## src/rtl/axi_rd_arbiter.sv

```systemverilog
// axi_rd_arbiter: read-path controller for a 2-master / 4-slave AXI interconnect.
//   Arbitrates AR requests from m0 (cpu) and m1 (dmac) with round-robin priority.
//   Decodes the slave from the top two address bits and holds grant and select
//   until the burst ends. Checks the beat count against the latched ARLEN.
// Ports:
//   clk_i, rst_i                      clock, asynchronous active-high reset
//   mX_arvalid_i/araddr_i/arlen_i     AR request from master X
//   mX_arready_o                      ARREADY returned to master X
//   s_arready_i, s_rvalid_i, s_rlast_i  handshake signals of the selected slave
//   m_rready_i                        RREADY of the granted master
//   arvalid_o                         ARVALID toward the selected slave
//   mX_rgrnt_o, s_rsel_o              one-hot grant and slave index for the muxes
//   busy_o, len_err_o, err_cnt_o      status: in transaction, length error pulse, error count
module axi_rd_arbiter #(
    parameter int ADDR_WIDTH = 32,
    parameter int LEN_BITS   = 8
) (
    input  logic                  clk_i,
    input  logic                  rst_i,
    input  logic                  m0_arvalid_i,
    input  logic [ADDR_WIDTH-1:0] m0_araddr_i,
    input  logic [LEN_BITS-1:0]   m0_arlen_i,
    input  logic                  m1_arvalid_i,
    input  logic [ADDR_WIDTH-1:0] m1_araddr_i,
    input  logic [LEN_BITS-1:0]   m1_arlen_i,
    output logic                  m0_arready_o,
    output logic                  m1_arready_o,
    input  logic                  s_arready_i,
    input  logic                  s_rvalid_i,
    input  logic                  s_rlast_i,
    input  logic                  m_rready_i,
    output logic                  arvalid_o,
    output logic                  m0_rgrnt_o,
    output logic                  m1_rgrnt_o,
    output logic [1:0]            s_rsel_o,
    output logic                  busy_o,
    output logic                  len_err_o,
    output logic [7:0]            err_cnt_o
);
    typedef enum logic [1:0] {IDLE, ADDR, DATA} state_t;
    state_t state_q, state_d;
    logic [1:0] grant_q, grant_d, s_rsel_q, s_rsel_d;
    logic [LEN_BITS-1:0] len_q, len_d, beat_cnt_q, beat_cnt_d;
    logic rr_ptr_q, rr_ptr_d, len_err_q, len_err_d;
    logic [7:0] err_cnt_q, err_cnt_d;
    logic pick_m1, beat, len_hit;
    logic unused_addr;
    assign unused_addr = ^{m0_araddr_i[ADDR_WIDTH-3:0], m1_araddr_i[ADDR_WIDTH-3:0]};
    always_comb begin
        state_d    = state_q;
        grant_d    = grant_q;
        s_rsel_d   = s_rsel_q;
        len_d      = len_q;
        beat_cnt_d = beat_cnt_q;
        rr_ptr_d   = rr_ptr_q;
        len_err_d  = 1'b0;
        // m1 wins when it is the only requester, or on contention when it holds priority
        pick_m1    = m1_arvalid_i & (~m0_arvalid_i | rr_ptr_q);
        beat       = s_rvalid_i & m_rready_i;
        len_hit    = beat_cnt_q == len_q;
        if (state_q == IDLE && (m0_arvalid_i | m1_arvalid_i)) begin
            state_d  = ADDR;
            grant_d  = pick_m1 ? 2'b10 : 2'b01;
            s_rsel_d = pick_m1 ? m1_araddr_i[ADDR_WIDTH-1 -: 2] : m0_araddr_i[ADDR_WIDTH-1 -: 2];
            len_d    = pick_m1 ? m1_arlen_i : m0_arlen_i;
        end
        if (state_q == ADDR && s_arready_i) begin
            state_d    = DATA;
            beat_cnt_d = '0;
        end
        if (state_q == DATA && beat) begin
            if (s_rlast_i | len_hit) begin
                // priority passes to the master that was not just served
                state_d   = IDLE;
                grant_d   = 2'b00;
                rr_ptr_d  = grant_q[0];
                len_err_d = s_rlast_i ^ len_hit;
            end else begin
                beat_cnt_d = beat_cnt_q + 1'b1;
            end
        end
        err_cnt_d = err_cnt_q + {7'd0, len_err_d & (err_cnt_q != 8'hff)};
    end
    always_ff @(posedge clk_i or posedge rst_i) begin
        if (rst_i) begin
            state_q    <= IDLE;
            grant_q    <= 2'b00;
            s_rsel_q   <= 2'b00;
            len_q      <= '0;
            beat_cnt_q <= '0;
            rr_ptr_q   <= 1'b0;
            len_err_q  <= 1'b0;
            err_cnt_q  <= 8'd0;
        end else begin
            state_q    <= state_d;
            grant_q    <= grant_d;
            s_rsel_q   <= s_rsel_d;
            len_q      <= len_d;
            beat_cnt_q <= beat_cnt_d;
            rr_ptr_q   <= rr_ptr_d;
            len_err_q  <= len_err_d;
            err_cnt_q  <= err_cnt_d;
        end
    end
    assign arvalid_o    = state_q == ADDR;
    assign m0_arready_o = arvalid_o & grant_q[0] & s_arready_i;
    assign m1_arready_o = arvalid_o & grant_q[1] & s_arready_i;
    assign m0_rgrnt_o   = grant_q[0];
    assign m1_rgrnt_o   = grant_q[1];
    assign s_rsel_o     = s_rsel_q;
    assign busy_o       = state_q != IDLE;
    assign len_err_o    = len_err_q;
    assign err_cnt_o    = err_cnt_q;
endmodule

```

## config.mk

```make
export PLATFORM = sky130hd
export DESIGN_NAME = axi_rd_arbiter
export DESIGN_NICKNAME = d
export VERILOG_FILES = /design/src/rtl/axi_rd_arbiter.sv
export SDC_FILE = /design/constraint.sdc
export NUM_CORES = 1
export LEC_CHECK = 0
export CAP_MARGIN = 20
export CELL_PAD_IN_SITES_DETAIL_PLACEMENT = 0
export CELL_PAD_IN_SITES_GLOBAL_PLACEMENT = 1
export CORE_ASPECT_RATIO = 1.25
export CORE_MARGIN = 2
export CORE_UTILIZATION = 28
export DETAILED_ROUTE_END_ITERATION = 12
export GPL_TIMING_DRIVEN = 0
export PLACE_DENSITY = 0.95
export SETUP_SLACK_MARGIN = 0.05
export SYNTH_ARGS = -nofsm -noshare
export SYNTH_HDL_FRONTEND = slang
export SYNTH_SLANG_ARGS = --single-unit
```

## constraint.sdc

```tcl
create_clock -name clk_i -period 3.3 [get_ports clk_i]
set_clock_uncertainty 0.1 [all_clocks]
set_input_delay 0.66 -clock clk_i [delete_from_list [all_inputs] [get_ports clk_i]]
set_output_delay 0.66 -clock clk_i [all_outputs]
set_load 0.01 [all_outputs]
```

# [Word-level counts from Yosys, hierarchy flattened]
# Index checks and enable logic that the tools add are counted.
[op_classes] add_sub_neg=2 multipliers=0 div_mod_pow=0 order_cmp=0 eq_ne=4 n_shift=0 muxes=15 bitwise_logic=12 n_reduce_logical=6
[op_table] op="two-way mux 8 bit" n=4
[op_table] op="two-way mux 2 bit" n=9
[op_table] op="adder 8 x 1 -> 8 bit" n=1
[op_table] op="adder 8 x 1 -> 8 bit (second input constant)" n=1
[op_table] op="equality test 8 bit" n=1
[op_table] op="!= test 8 bit (second input constant)" n=1
[op_table] op="AND 1 bit" n=7
[op_table] op="logical AND 1 bit" n=3
[op_table] op="OR 1 bit" n=3
[op_table] op="equality test 2 x 1 -> 1 bit (second input constant)" n=1
[op_table] op="equality test 2 bit (second input constant)" n=1
[op_table] op="logical NOT 2 bit" n=1
[op_table] op="two-way mux 1 bit" n=2
[op_table] op="AND reduction 2 bit" n=1
[op_table] op="nonzero test 2 bit" n=1
[op_table] op="NOT 1 bit" n=1
[op_table] op="bitwise XOR 1 bit" n=1
[word_totals] regBits=32 latchBits=0 mem_bits_rw=0 rom_bits=0 inputBits=88 elab_cells=47 n_memories=0

# [Longest topological paths before layout]
[logic_depth] word_depth=7 mapped_depth=10 depth_no_buf=10

# [Worst setup path after synthesis]
# OpenSTA, ideal clock, no wires.
[synth_timing] kind="flip-flop to flip-flop" from="register beat_cnt_q[5]" to="register err_cnt_q[6], in the netlist err_cnt_o[6]" arrival_ps=2004 required_time_ps=3075 setup_slack_ps=1071 stages_incl_launch_ff=11 n_path_buf=0 synth_period_minus_slack_ps=2229 path_cell_list="dfrtp_1 -> xor2_1 -> nor4_1 -> nand2_1 -> ha_1 -> and2_1 -> o31a_1 -> ha_1 -> ha_1 -> nand4_1 -> xnor2_1"
[synth_via] elab_chain_cells=6 word_cells_on_any_way=7
[synth_rtl] element="start: declaration" line_no="43" rtl="logic [LEN_BITS-1:0] len_q, len_d, beat_cnt_q, beat_cnt_d;"
[synth_rtl] element="start signal: assignment" line_no="99" rtl="beat_cnt_q <= beat_cnt_d;"
[synth_rtl] element="equality test 8 bit (*)" line_no="60" rtl="len_hit = beat_cnt_q == len_q;"
[synth_rtl] element="bitwise XOR 1 bit or OR 1 bit (tied branches)" line_no="77, 72"
[synth_rtl] element="two-way mux 1 bit (*)" line_no="72" rtl="if (s_rlast_i | len_hit) begin"
[synth_rtl] element="two-way mux 1 bit (*)" line_no="71" rtl="if (state_q == DATA && beat) begin"
[synth_rtl] element="net len_err_d" line_no="44" rtl="logic rr_ptr_q, rr_ptr_d, len_err_q, len_err_d;"
[synth_rtl] element="AND 1 bit (*)" line_no="82" rtl="err_cnt_d = err_cnt_q + {7'd0, len_err_d & (err_cnt_q != 8'hff)};"
[synth_rtl] element="adder 8 x 1 -> 8 bit (*)" line_no="82"
[synth_rtl] element="net err_cnt_d[6]" line_no="45" rtl="logic [7:0] err_cnt_q, err_cnt_d;"
[synth_rtl] element="end signal: assignment" line_no="102" rtl="err_cnt_q <= err_cnt_d;"
[synth_rtl] element="end: declaration" line_no="45"
# The timed path passes the listed nets; every way through them passes the cells marked *.
# A chain may end at the register's enable or synchronous reset.

# [Worst setup path after layout]
[layout_timing] from="input s_arready_i" to="output m1_arready_o"
[layout_via] elab_chain_cells=1
[layout_rtl] element="start: declaration" line_no="28" rtl="input logic s_arready_i,"
[layout_rtl] element="AND 1 bit" line_no="107" rtl="assign m1_arready_o = arvalid_o & grant_q[1] & s_arready_i;"
[layout_rtl] element="end: declaration" line_no="27" rtl="output logic m1_arready_o,"
# No other way between the ends.

==> out/metrics.cfg <==
[status]
status=complete, no violations

[logic_synthesis]
synth_top_area_share_pct=48.7
netlist_instances=167
yosysSeqAreaShare_pct=48.7
yosysUniqueCellTypes=32
syn_avg_cell_area_um2=9.85
synth_area_leader_cell=dfrtp_1
synthTopCellsByArea=dfrtp_1 49%, xor2_1 5.3%, nand3b_1 5.0%
synthesis.area_um2=1650
yosysWarningCount=0
syn-num-nets=259
ys_ff_latch=32

[floorplan]
die_h_um=89.7
pin_count=105
initial_utilization_pct=28.7
die_w_um=72.6
die-area_um2=6510
core_um2=5740
fp-row-count=31

[drt]
viasPerCell=5.00
routedWlPerCell_um=13.2
wl_um=3770
drc=0
num_vias=1424
dr.pass1.iters=4
drtIter0Drc=47
ant_nets=0

[clock_network]
cts_resized=0
cts_buffers=5
clock_latency_ns=0.28
htree_levels=2
cts_tree=built
clk_pin_slew_ns=0.06
clk_path_buf_depth=2
post_cts_buffers=0
clk_root_buffer_cell=clkbuf_8
hold_buffers=0
numClockSinks=32

[setup_path]
critPathCapture=m1_arready_o
reg2regPathDepth=10
r2r_start=beat_cnt_q[3]$_DFF_PP0_
rrSetupSlack_ns=0.76
crit_required_ns=2.54
crit_path_end_kind=output pin
setup.worst_path.class=in -> out
max_stage_delay_ns=0.53
path_cells=clkdlybuf4s50_1 > and3b_1 > and2_1 > clkdlybuf4s50_1
start_kind=primary input
crit_slowest_cell=clkdlybuf4s50_1
r2r_end=err_cnt_o[6]$_DFF_PP0_
startpoint=s_arready_i
cpMostUsedCell=clkdlybuf4s50_1
arrival_ns=2.11
crit_path_max_fanout=6

[final_layout]
fillCellCount=590
register_area_um2=801
final_cell_mix=44 x clkdlybuf4s50_1, 32 x dfrtp_1, 14 x o21ai_0, 14 x a21oi_1
fin_nets=311
syn_to_final_growth_pct=37.4
final_common_cell=clkdlybuf4s50_1
antenna-diode-count=0
stdcell_count=285
drive_above_1_share_pct=5.94
multi_input_area_um2=797

[sta]
hold_viol_final=0
drv_slew=0
whs_ns=0.403
setup_viol=0
tightestPinTransition_ns=0.702
period_needed_ns=2.87
clock.fmax_ghz=0.348
period_share_pct=87.1
relSlewSlack_pct=53.2
rsz0062_at_grt=false
finalSetupTns_ns=0

[place]
port_buffers=44
dp_hpwl_um=2900
gp_congestion=0.818
dp.cells=278

[pwr]
peakVddDrop_mv=0.243
p_leak_uw=0.000914
power_density_nw_per_um2=625

[global_routing]
grt_start_max_net_pins=19
grt.total_usage_pct=12.0
grt_pass1_vias=1373
grt_pass1_wl_um=6160
antenna_found_initial=0
grt_overflow_total=0

[hold_path]
worstHoldPathType=reg -> reg

[job]
drv_cap=0

==> stage by stage <==
step | cell area (µm²) | power [µW] | worst slack (ns) | utilization [%]
after global placement | 2170 | 1130 | 0.432 | 37.8
after detailed placement | 2180 | 1150 | 0.427 | 38.0
after floorplan | 1650 | 915 | 1.07 | -
after CTS | 2260 | 1420 | 0.420 | 39.4
after global routing | 2260 | 1510 | 0.349 | 39.4
final | 2260 | 1410 | 0.427 | 39.4
==> how the worst min path moves through the flow <==
| stage | endpoint | slack [ns] | start | depth (start not counted) |
|---|---|---|---|---|
| 2_1_floorplan | beat_cnt_q[7]$_DFF_PP0_ | 0.37 | beat_cnt_q[7]$_DFF_PP0_ | 1 |
| 3_3_place_gp | beat_cnt_q[7]$_DFF_PP0_ | 0.38 | beat_cnt_q[7]$_DFF_PP0_ | 1 |
| 3_5_place_dp | err_cnt_o[7]$_DFF_PP0_ | 0.39 | err_cnt_o[7]$_DFF_PP0_ | 1 |
| 4_1_cts | err_cnt_o[7]$_DFF_PP0_ | 0.40 | err_cnt_o[7]$_DFF_PP0_ | 1 |
| 5_1_grt | err_cnt_o[7]$_DFF_PP0_ | 0.41 | err_cnt_o[7]$_DFF_PP0_ | 1 |
| 6_report | err_cnt_o[6]$_DFF_PP0_ | 0.40 | err_cnt_o[6]$_DFF_PP0_ | 1 |
==> synthesized netlist by cell type <==
master    instances
a21oi_1          14
a31o_2            1
a31oi_1          10
and2_1            4
and3_1            1
and3b_1           1
and4b_1           1
buf_1             1
buf_2             2
clkbuf_1          5
dfrtp_1          32
ha_1              4
inv_1             4
mux2_2            1
mux2i_1           4
nand2_1          11
nand3_1           3
nand3b_1         11
nand4_1           6
nand4b_1          1
nor2_1            6
nor2b_1           2
nor3_1            4
nor4_1            2
o21a_1            1
o21ai_0          14
o221a_2           1
o31a_1            1
or2_2             1
or3_1             4
xnor2_1           4
xor2_1           10
==> flip-flops by register name, summed over array words and instances (netlist names) <==
signal	cells
len_err_o	1
grant_q	2
len_q	8
err_cnt_o	8
state_q	2
s_rsel_o	2
rr_ptr_q	1
beat_cnt_q	8
==> critical path: cells and delay by family <==
family / cells / cell delay (ns)
and+or+nand+nor: 2 / 0.42
buffers and inverters: 2 / 1.02
==> where the power goes <==
| group | switching [µW] | internal, µW |
|---|---|---|
| logic | 230 | 276 |
| clock network | 132 | 143 |
| registers | 115 | 517 |
| total | 477 | 936 |
==> cells by family after synthesis <==
kind of cell / after synthesis / share of synthesized area [%]
AOI/OAI and AO/OA: 42 / 14.5
xor gates and xnor gates: 14 / 7.45
adders and majority gates: 4 / 3.04
buffers and inverters: 12 / 2.89
DFF: 32 / 48.7
muxes: 5 / 3.12
and+or+nand+nor: 58 / 20.3
==> layer usage <==
| metal | part of all wire, % | vias to the layer above | track usage (%) |
|---|---|---|---|
| li1 | - | 705 | - |
| met1 | 43 | 669 | 14.0 |
| met2 | 50 | 43 | 20.4 |
| met3 | 5.0 | 7 | 3.14 |
| met4 | 2.1 | 0 | 4.94 |
| met5 | 0 | - | 0 |
==> area by class of cell <==
type                            instances  area share, %
Tap cell                               66           3.65
Clock inverter                          1          0.221
Buffer                                  8           1.44
Multi-Input combinational cell        123           35.3
Sequential cell                        32           35.4
Clock buffer                            6           3.21
Timing Repair Buffer                   45           20.1
Inverter                                4          0.664
Power figures use the tool's default switching activity.
